## src/rtl/sync_fifo_param.sv

```systemverilog
// Single-clock FIFO of arbitrary depth with occupancy count, almost-full/empty thresholds and sticky error flags.
// Optional macro SYNC_FIFO_FWFT_EN selects first-word-fall-through reads; undefined gives a registered 1-cycle read.
module sync_fifo_param #(
    parameter int WIDTH    = 8,
    parameter int DEPTH    = 16,
    parameter int AF_LEVEL = DEPTH - 2,
    parameter int AE_LEVEL = 2
) (
    input  logic                       clk,
    input  logic                       rst,
    input  logic                       wr_en,
    input  logic [WIDTH-1:0]           wr_data,
    output logic                       full,
    output logic                       almost_full,
    input  logic                       rd_en,
    output logic [WIDTH-1:0]           rd_data,
    output logic                       rd_valid,
    output logic                       empty,
    output logic                       almost_empty,
    output logic [$clog2(DEPTH+1)-1:0] count,
    output logic                       overflow,
    output logic                       underflow
);

    localparam int PTR_W = $clog2(DEPTH);
    localparam int CNT_W = $clog2(DEPTH + 1);
    localparam logic [PTR_W-1:0] LAST_PTR = PTR_W'(DEPTH - 1);
    localparam logic [CNT_W-1:0] FULL_CNT = CNT_W'(DEPTH);
    localparam logic [CNT_W-1:0] AF_CNT   = CNT_W'(AF_LEVEL);
    localparam logic [CNT_W-1:0] AE_CNT   = CNT_W'(AE_LEVEL);

    logic [WIDTH-1:0] r_mem [DEPTH];
    logic [PTR_W-1:0] r_wr_ptr;
    logic [PTR_W-1:0] r_rd_ptr;
    logic [CNT_W-1:0] r_count;
    logic             r_overflow;
    logic             r_underflow;

    logic             w_full;
    logic             w_empty;
    logic             w_rd_accept;
    logic             w_wr_accept;
    logic [PTR_W-1:0] w_wr_ptr_nxt;
    logic [PTR_W-1:0] w_rd_ptr_nxt;

    // Handshake: a read is taken only when the FIFO holds data (no bypass from a
    // same-cycle write); a write is taken when not full, or when full but a read
    // frees a slot on the same edge. Refused requests only raise the sticky flags.
    assign w_full      = (r_count == FULL_CNT);
    assign w_empty     = (r_count == '0);
    assign w_rd_accept = rd_en && !w_empty;
    assign w_wr_accept = wr_en && (!w_full || w_rd_accept);

    // Explicit wrap keeps non-power-of-two depths correct.
    assign w_wr_ptr_nxt = (r_wr_ptr == LAST_PTR) ? '0 : r_wr_ptr + PTR_W'(1);
    assign w_rd_ptr_nxt = (r_rd_ptr == LAST_PTR) ? '0 : r_rd_ptr + PTR_W'(1);

    always_ff @(posedge clk or posedge rst) begin
        if (rst) begin
            r_wr_ptr    <= '0;
            r_rd_ptr    <= '0;
            r_count     <= '0;
            r_overflow  <= 1'b0;
            r_underflow <= 1'b0;
        end else begin
            if (w_wr_accept) r_wr_ptr <= w_wr_ptr_nxt;
            if (w_rd_accept) r_rd_ptr <= w_rd_ptr_nxt;
            case ({w_wr_accept, w_rd_accept})
                2'b10:   r_count <= r_count + CNT_W'(1);
                2'b01:   r_count <= r_count - CNT_W'(1);
                default: r_count <= r_count;
            endcase
            if (wr_en && !w_wr_accept) r_overflow  <= 1'b1;
            if (rd_en && !w_rd_accept) r_underflow <= 1'b1;
        end
    end

    // Storage is not reset; writes are suppressed while reset is held.
    always_ff @(posedge clk) begin
        if (w_wr_accept && !rst) r_mem[r_wr_ptr] <= wr_data;
    end

`ifdef SYNC_FIFO_FWFT_EN
    assign rd_data  = r_mem[r_rd_ptr];
    assign rd_valid = !w_empty;
`else
    logic [WIDTH-1:0] r_rd_data;
    logic             r_rd_valid;

    always_ff @(posedge clk or posedge rst) begin
        if (rst) begin
            r_rd_data  <= '0;
            r_rd_valid <= 1'b0;
        end else begin
            r_rd_valid <= w_rd_accept;
            if (w_rd_accept) r_rd_data <= r_mem[r_rd_ptr];
        end
    end

    assign rd_data  = r_rd_data;
    assign rd_valid = r_rd_valid;
`endif

    assign full         = w_full;
    assign empty        = w_empty;
    assign almost_full  = (r_count >= AF_CNT);
    assign almost_empty = (r_count <= AE_CNT);
    assign count        = r_count;
    assign overflow     = r_overflow;
    assign underflow    = r_underflow;

endmodule

```

## config.mk

```make
export PLATFORM = sky130hd
export DESIGN_NAME = sync_fifo_param
export DESIGN_NICKNAME = d
export VERILOG_FILES = /design/src/rtl/sync_fifo_param.sv
export SDC_FILE = /design/constraint.sdc
export NUM_CORES = 1
export LEC_CHECK = 0
export ABC_AREA = 1
export CORE_MARGIN = 10
export CORE_UTILIZATION = 60
export DETAILED_ROUTE_END_ITERATION = 8
export GPL_ROUTABILITY_DRIVEN = 0
export PLACE_DENSITY = 0.79
export SYNTH_ARGS = -nofsm -noshare
export SYNTH_HDL_FRONTEND = slang
export SYNTH_SLANG_ARGS = --single-unit
```

## constraint.sdc

```tcl
create_clock -name clk -period 3.72 [get_ports clk]
set_clock_uncertainty 0.15 [all_clocks]
set_input_delay 0.744 -clock clk [delete_from_list [all_inputs] [get_ports clk]]
set_output_delay 0.744 -clock clk [all_outputs]
set_load 0.005 [all_outputs]
```

==> run_results.csv, run 1 <==
group,metric,value,unit
floorplanning,io_pins,32,
power_and_ir_drop,power.internal,3852,µW
synthesis,yosys_warn_count,0,
routing,detail_route.wirelength,15360,µm
power_and_ir_drop,comb_power_share,0.329,
worst_hold_path,hold-path-cell-count,1,
synthesis,postSynthRegisterBits,152,
floorplanning,fp.dieH,127.2,µm
cts,worst_setup_hold_path_clk_slew,0.06,ns
power_and_ir_drop,switching_share,0.3564,
synthesis,yosysUniqueCellTypes,30,
grt,grt_start_max_net_pins,67,
power_and_ir_drop,p_switching,2133,µW
cts,clk_latency,0.43,ns
cts,cts_resized,0,
outcome,run_status,"finished, final reports clean",
cts,worst_case_clock_buffer_depth,2,
worst_setup_path,timing.critical_path.required,2.83,ns
cells_and_area,mostFrequentLayoutCell,"nand2_1",
timing,rsz0062_at_grt,"no",
worst_setup_path,crit_arrival,1.79,ns
timing,post-route-period-util,0.7222,
routing,antenna_violating_nets_post_route,0,
synthesis,synth_seq_area_share,0.6450,
timing,totalNegativeSetupSlack,0,ns
floorplanning,die_area,0.01617,mm²
timing,drv_slew,0,
routing,via_count,4807,
cells_and_area,final.fill_count,827,
routing,drt_drc_violations_left,0,
grt,gr-usage-met2,0.3038,
synthesis,postSynthCellCount,702,
timing,final.setup.worst_slack,1.033,ns
timing,worstMarginPinSlew,1.143,ns
worst_setup_path,criticalPathCategory,"reg2out",
routing,routedWlPerCell,17.16,µm
cells_and_area,register_area,0.004446,mm²
floorplanning,floorplan.initialDensity,0.6086,
synthesis,syn_area,0.006890,mm²
timing,clock.fmax,0.3722,GHz
timing,slew_headroom,0.2370,
timing,hold_viol,0,
power_and_ir_drop,worst_ir_drop_vdd,1109,µV
synthesis,avgSynthCellArea,9.815,µm²
synthesis,synth.top_cell.area_share,0.5578,
routing,routed_via_density,5.371,
cells_and_area,multiInputGateArea,0.001886,mm²
cts,clock-sinks,152,
power_and_ir_drop,clock_power_share,0.303,
timing,setup_viol,0,
worst_setup_path,worst_setup_path_end_kind,"primary output",
cts,tritoncts.num_buffers,17,
cts,cts_tree,"done",
worst_setup_path,timing.critical_path.fanout_max,7,
cts,cts_hold_buf,0,
place,io_buffer_count,31,
cts,htreeDepth,4,
synthesis,synthTopCellsByArea,"edfxtp_1 (56%), nand2_1 (14%), dfrtp_1 (8.7%)",
power_and_ir_drop,power_leakage,0.003505,µW
cells_and_area,fin_nets,760,
worst_setup_path,startpoint_type,"flip-flop",
synthesis,postSynthNetCount,723,
cells_and_area,num_antenna_cells,0,
worst_hold_path,min_path_type,"reg2reg",
routing,drtPass1Iterations,5,
routing,dr.first_iter.drc_count,564,
grt,grt_pass1_vias,4603,
grt,overflow,0,
grt,global_route.usage.total,0.1922,
place,dpl_worst_slack,0.6460,ns
power_and_ir_drop,cellPowerDensity,752.8,mW/mm²
grt,grt_busiest_layer,"met2",
grt,number_of_antenna_violations_at_the_first_check_in_global_routing,0,
floorplanning,placeable_core_area,0.01132,mm²
cells_and_area,drive_gt1_frac,0.08511,
place,post-dp-hpwl,9444,µm
cells_and_area,layout_common_cells,"nand2_1 (250), edfxtp_1 (128), inv_1 (102), nand3_1 (70), nor2_1 (44)",
cts,postCtsSetupRepairBufs,0,
worst_setup_path,timing.reg2reg.worst_path_depth,14,
cells_and_area,area_delta_synth_final,15.38,%
grt,grt_util_met3,0.05624,
power_and_ir_drop,seqPwrFrac,0.368,
floorplanning,die_w,127.2,µm
synthesis,post-synth-top-area-cell,"edfxtp_1",
floorplanning,num_rows,39,
run,timing.max_cap.violations,0,
timing,fin_crit,2.687,ns
cells_and_area,finish.utilization,0.7023,
grt,global_route_wire_length_before_repair,24030,µm
grt,global_route.usage.met1,0.2460,
cts,cts_root_buffer,"clkbuf_16",
==> metal layers <==
metal	vias up	wire length (µm)	part of all wire
li1	2307	-	-
met1	2293	6475	0.42
met2	185	7382	0.48
met3	22	1227	0.080
met4	0	274	0.018
met5	-	0	0
==> worst max-delay path, stage by stage (launching register included) <==
cell and delay (ns):
dfrtp_1 0.47, nor2_2 0.17, nand3_1 0.12, inv_1 0.09, clkdlybuf4s50_1 0.50
==> cells in the mapped netlist, drive strengths merged <==
cell,n
nor2,49
nand3,71
xor2,3
clkinv,1
nor3,16
nand4,1
a21o,2
dfrtp,24
fa,1
o21ai,7
a21oi,3
clkbuf,3
nand2,253
nand3b,1
xnor2,2
ha,8
buf,24
inv,105
edfxtp,128
==> kinds of logic (layout without fill, tap and decap cells) <==
| group | Yosys count | in the layout | synth area share |
|---|---|---|---|
| xor gates and xnor gates | 5 | 5 | 0.006357 |
| AOI/OAI and AO/OA | 12 | 12 | 0.009441 |
| adders and majority gates | 9 | 9 | 0.01743 |
| and+or+nand+nor | 391 | 391 | 0.2404 |
| buffers and inverters | 133 | 183 | 0.08135 |
| DFF | 152 | 152 | 0.6450 |
==> metrics by stage <==
step	power (µW)	std cells	hold slack, ns	cell area (µm²)
floorplan	3554	702	0.3010	6890
CTS	6003	895	0.3140	7950
finish	5985	895	0.3083	7950
detailed placement	4182	863	0.3006	7323
global placement	4105	863	0.2994	7323
global route	6330	895	0.3379	7950
==> worst paths after layout <==
path                                       start                       to  slack [ns]
setup / recovery            count[1]$_DFFE_PP0P_                    empty        1.03
hold / removal             underflow$_DFFE_PP0P_    underflow$_DFFE_PP0P_        0.31
setup reg to reg            count[1]$_DFFE_PP0P_     count[4]$_DFFE_PP0P_        1.29
hold reg to reg            underflow$_DFFE_PP0P_    underflow$_DFFE_PP0P_        0.31
max in group asynchronous                    rst  r_rd_ptr[0]$_DFFE_PP0P_        2.46
min in group asynchronous                    rst  r_wr_ptr[1]$_DFFE_PP0P_        0.68
==> registers in the layout, summed over array words and instances (netlist names) <==
register	cells
r_rd_ptr	4
rd_data	8
rd_valid	1
overflow	1
r_wr_ptr	4
count	5
r_mem	128
underflow	1
==> power by group through the flow <==
| stage | Sequential (µW) | Clock, µW | Combinational [µW] |
|---|---|---|---|
| floorplan | 2190 | 0 | 1370 |
| CTS | 2200 | 1840 | 1970 |
| global placement | 2220 | 0 | 1880 |
| global route | 2230 | 1900 | 2200 |
| finish | 2200 | 1810 | 1970 |
| detailed placement | 2230 | 0 | 1950 |
==> area by class of cell <==
class / count / share of cell area
multi-input combinational: 417 / 0.2372
sequential: 152 / 0.5592
clock inverter: 15 / 0.02534
clock buffer: 17 / 0.05351
inverter: 106 / 0.05005
timing repair buffer: 45 / 0.05225
tap: 143 / 0.02251
Power figures use the tool's default switching activity.
==> run 2: changes to the inputs <==
clock period = 2.76 ns   (was 3.72 ns; I/O delays follow)
==> run_results.csv, run 2 (synthesis results as in run 1) <==
group,metric,value,unit
routing,met2RoutedLength,7612,µm
timing,slew_headroom,0.5223,
power_and_ir_drop,seqPwrFrac,0.376,
floorplanning,io_pins,32,
cts,tritoncts.num_buffers,17,
grt,grt_pass1_vias,4816,
place,io_buffer_count,31,
worst_setup_path,crit_path_top_delay_cell,"clkdlybuf4s50_1",
timing,setup_viol,0,
cts,worst_case_clock_buffer_depth,2,
cts,clk_latency,0.42,ns
timing,final.setup.worst_slack,0.2109,ns
floorplanning,die_area,0.01617,mm²
run,timing.max_cap.violations,0,
worst_setup_path,timing.critical_path.fanout_max,5,
power_and_ir_drop,power.internal,5051,µW
place,number_of_placed_cells_counting_well_taps,878,
worst_setup_path,crit_family,"buffers and inverters",
routing,via_count,4938,
routing,routedWlPerCell,17.09,µm
cts,cts_hold_buf,0,
worst_setup_path,startpoint_type,"flip-flop",
worst_setup_path,cp_num_buf_inv,2,
cells_and_area,mostFrequentLayoutCell,"nand2_1",
power_and_ir_drop,switching_share,0.3623,
grt,global_route.usage.total,0.1939,
cells_and_area,fin_nets,775,
cts,cts_tree,"done",
worst_setup_path,criticalPathCategory,"reg2out",
worst_setup_path,rrSetupSlack,0.54,ns
cts,postCtsSetupRepairBufs,0,
timing,post-route-period-util,0.9236,
timing,totalNegativeSetupSlack,0,ns
cells_and_area,register_area,0.004446,mm²
grt,global_route_wire_length_before_repair,24380,µm
timing,worstMarginPinSlew,0.7142,ns
timing,clock.fmax,0.3923,GHz
cts,cts_resized,0,
cells_and_area,final.fill_count,800,
timing,fin_crit,2.549,ns
place,post-dp-hpwl,10050,µm
cts,worst_setup_hold_path_clk_slew,0.06,ns
power_and_ir_drop,p_switching,2870,µW
power_and_ir_drop,comb_power_share,0.346,
cells_and_area,largest_reg_flops,128,
cells_and_area,finish.utilization,0.7078,
cells_and_area,final-instance-count-excl-fill,910,
timing,hold_viol,0,
place,dpl_worst_slack,0.09612,ns
cts,htreeDepth,4,
routing,dr.first_iter.drc_count,485,
timing,rsz0062_at_grt,"no",
cts,cts_root_buffer,"clkbuf_16",
routing,top_signal_layer_used,"met4",
cts,clock-sinks,152,
worst_setup_path,crit_arrival,1.85,ns
floorplanning,num_rows,39,
cells_and_area,num_antenna_cells,0,
cells_and_area,largest-register,"r_mem",
outcome,run_status,"finished, final reports clean",
cells_and_area,drive_gt1_frac,0.1004,
routing,antenna_violating_nets_post_route,0,
timing,drv_slew,0,
power_and_ir_drop,cellPowerDensity,988.6,mW/mm²
worst_setup_path,timing.critical_path.required,2.06,ns
floorplanning,die_w,127.2,µm
grt,grt_start_max_net_pins,51,
routing,routed_via_density,5.426,
floorplanning,floorplan.initialDensity,0.6086,
grt,overflow,0,
cells_and_area,multiInputGateArea,0.001886,mm²
grt,number_of_antenna_violations_at_the_first_check_in_global_routing,0,
power_and_ir_drop,clock_power_share,0.278,
routing,met3_length,1191,µm
floorplanning,placeable_core_area,0.01132,mm²
worst_setup_path,worst_setup_path_end_kind,"primary output",
routing,detail_route.wirelength,15550,µm
routing,drtPass1Iterations,7,
worst_setup_path,cpPeakStageDelay,0.54,ns
power_and_ir_drop,power_leakage,0.003550,µW
worst_hold_path,min_path_type,"reg2reg",
cells_and_area,area_delta_synth_final,16.29,%
floorplanning,fp.dieH,127.2,µm
routing,drt_drc_violations_left,0,
power_and_ir_drop,worst_ir_drop_vdd,695.8,µV
routing,route.layer.met1.wl,6297,µm
worst_setup_path,worstPathCellList,"nor2_2, nand3_1, inv_1, clkdlybuf4s50_1",
cells_and_area,layout_common_cells,"nand2_1 (250), edfxtp_1 (128), inv_1 (102), nand3_1 (70), nor2_1 (44)",
## run 2: cell types whose count changed in the layout (fill, tap and decap cells not counted), sizes merged
cell / delta
inv: -2
clkinvlp: +2
buf: +15
clkbuf: +2
bufinv: -2
## run 2: layer usage
metal	track usage	vias to the layer above
met5	0	-
met1	0.2405	2346
li1	-	2337
met2	0.3095	217
met4	0.09846	0
met3	0.04880	38
## run 2: cell type report
type,count,share of cell area
Sequential cell,152,0.5548
Multi-Input combinational cell,417,0.2353
Timing Repair Buffer,60,0.06746
Clock buffer,19,0.05403
Inverter,106,0.04966
Tap cell,143,0.02233
Clock inverter,13,0.01640
## run 2: metrics by stage
stage / instance area, µm² / power [µW] / hold WS, ns
2_1_floorplan: 6890 / 4791 / 0.3010
3_3_place_gp: 7448 / 5590 / 0.2975
3_5_place_dp: 7448 / 5707 / 0.3042
4_1_cts: 8013 / 7917 / 0.3159
5_1_grt: 8013 / 8371 / 0.3257
6_report: 8013 / 7921 / 0.3091
## run 2: power by group through the flow
stage | Sequential (µW) | Clock, µW | Combinational (µW)
global placement | 3010 | 0 | 2590
finish | 2980 | 2200 | 2740
global route | 3010 | 2310 | 3050
floorplan | 2950 | 0 | 1840
detailed placement | 3020 | 0 | 2690
CTS | 2980 | 2210 | 2730
## run 2: final timing paths
check	from	to	depth (start not counted)
max in group asynchronous	rst	r_rd_ptr[0]$_DFFE_PP0P_	3
max reg2reg	count[3]$_DFFE_PP0P_	count[4]$_DFFE_PP0P_	13
min	underflow$_DFFE_PP0P_	underflow$_DFFE_PP0P_	1
min in group asynchronous	rst	r_wr_ptr[1]$_DFFE_PP0P_	3
min reg2reg	underflow$_DFFE_PP0P_	underflow$_DFFE_PP0P_	1
max	count[3]$_DFFE_PP0P_	empty	4
==> run 3: changes to the inputs <==
==> constraint.sdc (replaced) <==
create_clock -name clk -period 2.76 [get_ports clk]
set_clock_uncertainty 0.15 [all_clocks]
set_input_delay 0.276 -clock clk [delete_from_list [all_inputs] [get_ports clk]]
set_output_delay 0.276 -clock clk [all_outputs]
set_load 0.005 [all_outputs]
==> run_results.csv, run 3 (synthesis results as in run 1) <==
group,metric,value,unit
cells_and_area,register_area,0.004446,mm²
place,post-dp-hpwl,9615,µm
cells_and_area,mostFrequentLayoutCell,"nand2_1",
cells_and_area,largest_reg_flops,128,
timing,fin_crit,2.423,ns
timing,drv_slew,0,
cts,tritoncts.num_buffers,17,
floorplanning,placeable_core_area,0.01132,mm²
grt,grt_pass1_vias,4819,
cts,clock-sinks,152,
timing,rsz0062_at_grt,"no",
cts,cts_hold_buf,0,
cells_and_area,final-instance-count-excl-fill,907,
power_and_ir_drop,cellPowerDensity,1013,mW/mm²
worst_setup_path,critical_path.reg2reg.endpoint,"count[4]$_DFFE_PP0P_",
floorplanning,fp.dieH,127.2,µm
timing,worstMarginPinSlew,0.8184,ns
timing,final.setup.worst_slack,0.3368,ns
worst_setup_path,timing.critical_path.fanout_max,7,
worst_setup_path,cp-startpoint,"count[1]$_DFFE_PP0P_",
cells_and_area,num_antenna_cells,0,
timing,setup_viol,0,
worst_setup_path,critical_path.reg2reg.startpoint,"count[1]$_DFFE_PP0P_",
cts,worst_setup_hold_path_clk_slew,0.06,ns
grt,global_route_wire_length_before_repair,24650,µm
outcome,run_status,"finished, final reports clean",
cells_and_area,fin_nets,772,
grt,grt_start_max_net_pins,67,
worst_setup_path,criticalPathCategory,"reg2reg",
floorplanning,num_rows,39,
routing,drt_drc_violations_left,0,
cts,htreeDepth,4,
power_and_ir_drop,switching_share,0.3503,
routing,routed_via_density,5.417,
worst_hold_path,min_path_type,"in2async",
timing,slew_headroom,0.4527,
cells_and_area,design_area,0.008055,mm²
routing,dr.first_iter.drc_count,609,
place,number_of_placed_cells_counting_well_taps,875,
power_and_ir_drop,clock_power_share,0.300,
cells_and_area,multiInputGateArea,0.001886,mm²
grt,number_of_antenna_violations_at_the_first_check_in_global_routing,0,
power_and_ir_drop,power_leakage,0.003579,µW
cells_and_area,largest-register,"r_mem",
cells_and_area,area_delta_synth_final,16.91,%
worst_setup_path,timing.critical_path.required,2.91,ns
cts,postCtsSetupRepairBufs,0,
place,io_buffer_count,31,
floorplanning,floorplan.initialDensity,0.6086,
run,timing.max_cap.violations,0,
cts,cts_resized,0,
floorplanning,io_pins,32,
routing,routedWlPerCell,17.03,µm
grt,overflow,0,
floorplanning,die_w,127.2,µm
worst_setup_path,worst_setup_path_end_kind,"flip-flop",
worst_setup_path,crit_arrival,2.57,ns
routing,antenna_violating_nets_post_route,0,
routing,detail_route.wirelength,15450,µm
routing,via_count,4913,
worst_setup_path,cp-endpoint,"count[4]$_DFFE_PP0P_",
cts,clk_latency,0.41,ns
cells_and_area,layout_common_cells,"nand2_1 (250), edfxtp_1 (128), inv_1 (102), nand3_1 (70), nor2_1 (44)",
power_and_ir_drop,seqPwrFrac,0.359,
floorplanning,die_area,0.01617,mm²
power_and_ir_drop,comb_power_share,0.341,
place,dpl_worst_slack,0.1817,ns
cts,cts_root_buffer,"clkbuf_16",
timing,post-route-period-util,0.8780,
timing,totalNegativeSetupSlack,0,ns
cts,worst_case_clock_buffer_depth,2,
place,postPlaceCellArea,0.007426,mm²
power_and_ir_drop,worst_ir_drop_vdd,895.5,µV
worst_setup_path,startpoint_type,"flip-flop",
timing,hold_viol,0,
worst_setup_path,rrSetupSlack,0.34,ns
cts,cts_tree,"done",
power_and_ir_drop,power.internal,5300,µW
grt,global_route.usage.total,0.1917,
routing,drtPass1Iterations,6,
cells_and_area,final.fill_count,759,
power_and_ir_drop,p_switching,2858,µW
worst_setup_path,timing.reg2reg.worst_path_depth,14,
cells_and_area,drive_gt1_frac,0.09686,
timing,clock.fmax,0.4127,GHz
## run 3: changes by cell type in the layout (fill, tap and decap cells not counted)
| cell | delta |
|---|---|
| clkinvlp_4 | -4 |
| buf_4 | -3 |
| clkinv_4 | +1 |
| clkinv_1 | +1 |
| clkbuf_8 | +2 |
| bufinv_16 | +2 |
| clkinv_2 | -2 |
| clkbuf_1 | -1 |
| inv_6 | +1 |
## run 3: critical path, cell delays in order (launching register included)
cell and delay (ns):
dfrtp_1 0.49, nor2_2 0.09, nand3_1 0.11, nand2_2 0.12, nor2_2 0.23, inv_2 0.11
fa_1 0.42, inv_1 0.07, nand3_1 0.06, nand2_1 0.10, nand4_1 0.13, nand2_1 0.09
nand2_1 0.05, nand2_1 0.06, inv_1 0.04
## run 3: power groups by stage
stage / logic, µW / clock network (µW) / registers, µW
after detailed placement: 2720 / 0 / 2970
final: 2790 / 2440 / 2930
after floorplan: 1840 / 0 / 2950
after CTS: 2770 / 2440 / 2930
after global placement: 2630 / 0 / 2960
after global routing: 3100 / 2540 / 2960
## run 3: area by class of cell
class,count,share of cell area
Clock inverter,12,0.02144
Inverter,106,0.04939
Timing Repair Buffer,57,0.06431
Clock buffer,20,0.05669
Sequential cell,152,0.5519
Tap cell,143,0.02221
Multi-Input combinational cell,417,0.2341
## run 3: layer usage
metal  vias up  part of all wire  global-route usage
li1       2329                 -                   -
met1      2304              0.40              0.2500
met2       264              0.49              0.3098
met3        16             0.096             0.04508
met4         0             0.011             0.06296
met5         -                 0                   0
## run 3: worst min-delay path by stage
stage | from | endpoint | slack [ns] | depth (start not counted)
4_1_cts | rst | r_wr_ptr[2]$_DFFE_PP0P_ | 0.23 | 3
5_1_grt | rst | r_wr_ptr[2]$_DFFE_PP0P_ | 0.27 | 3
3_3_place_gp | underflow$_DFFE_PP0P_ | underflow$_DFFE_PP0P_ | 0.30 | 1
6_report | rst | r_wr_ptr[2]$_DFFE_PP0P_ | 0.22 | 3
3_5_place_dp | overflow$_DFFE_PP0P_ | overflow$_DFFE_PP0P_ | 0.30 | 1
2_1_floorplan | rst | count[0]$_DFFE_PP0P_ | 0.17 | 1
## run 3: stage by stage
stage / util / hold slack (ns) / power (µW)
floorplan: - / 0.1730 / 4791
global placement: 0.6559 / 0.3000 / 5588
detailed placement: 0.6559 / 0.2999 / 5694
CTS: 0.7115 / 0.2327 / 8140
global route: 0.7115 / 0.2695 / 8600
finish: 0.7115 / 0.2230 / 8158
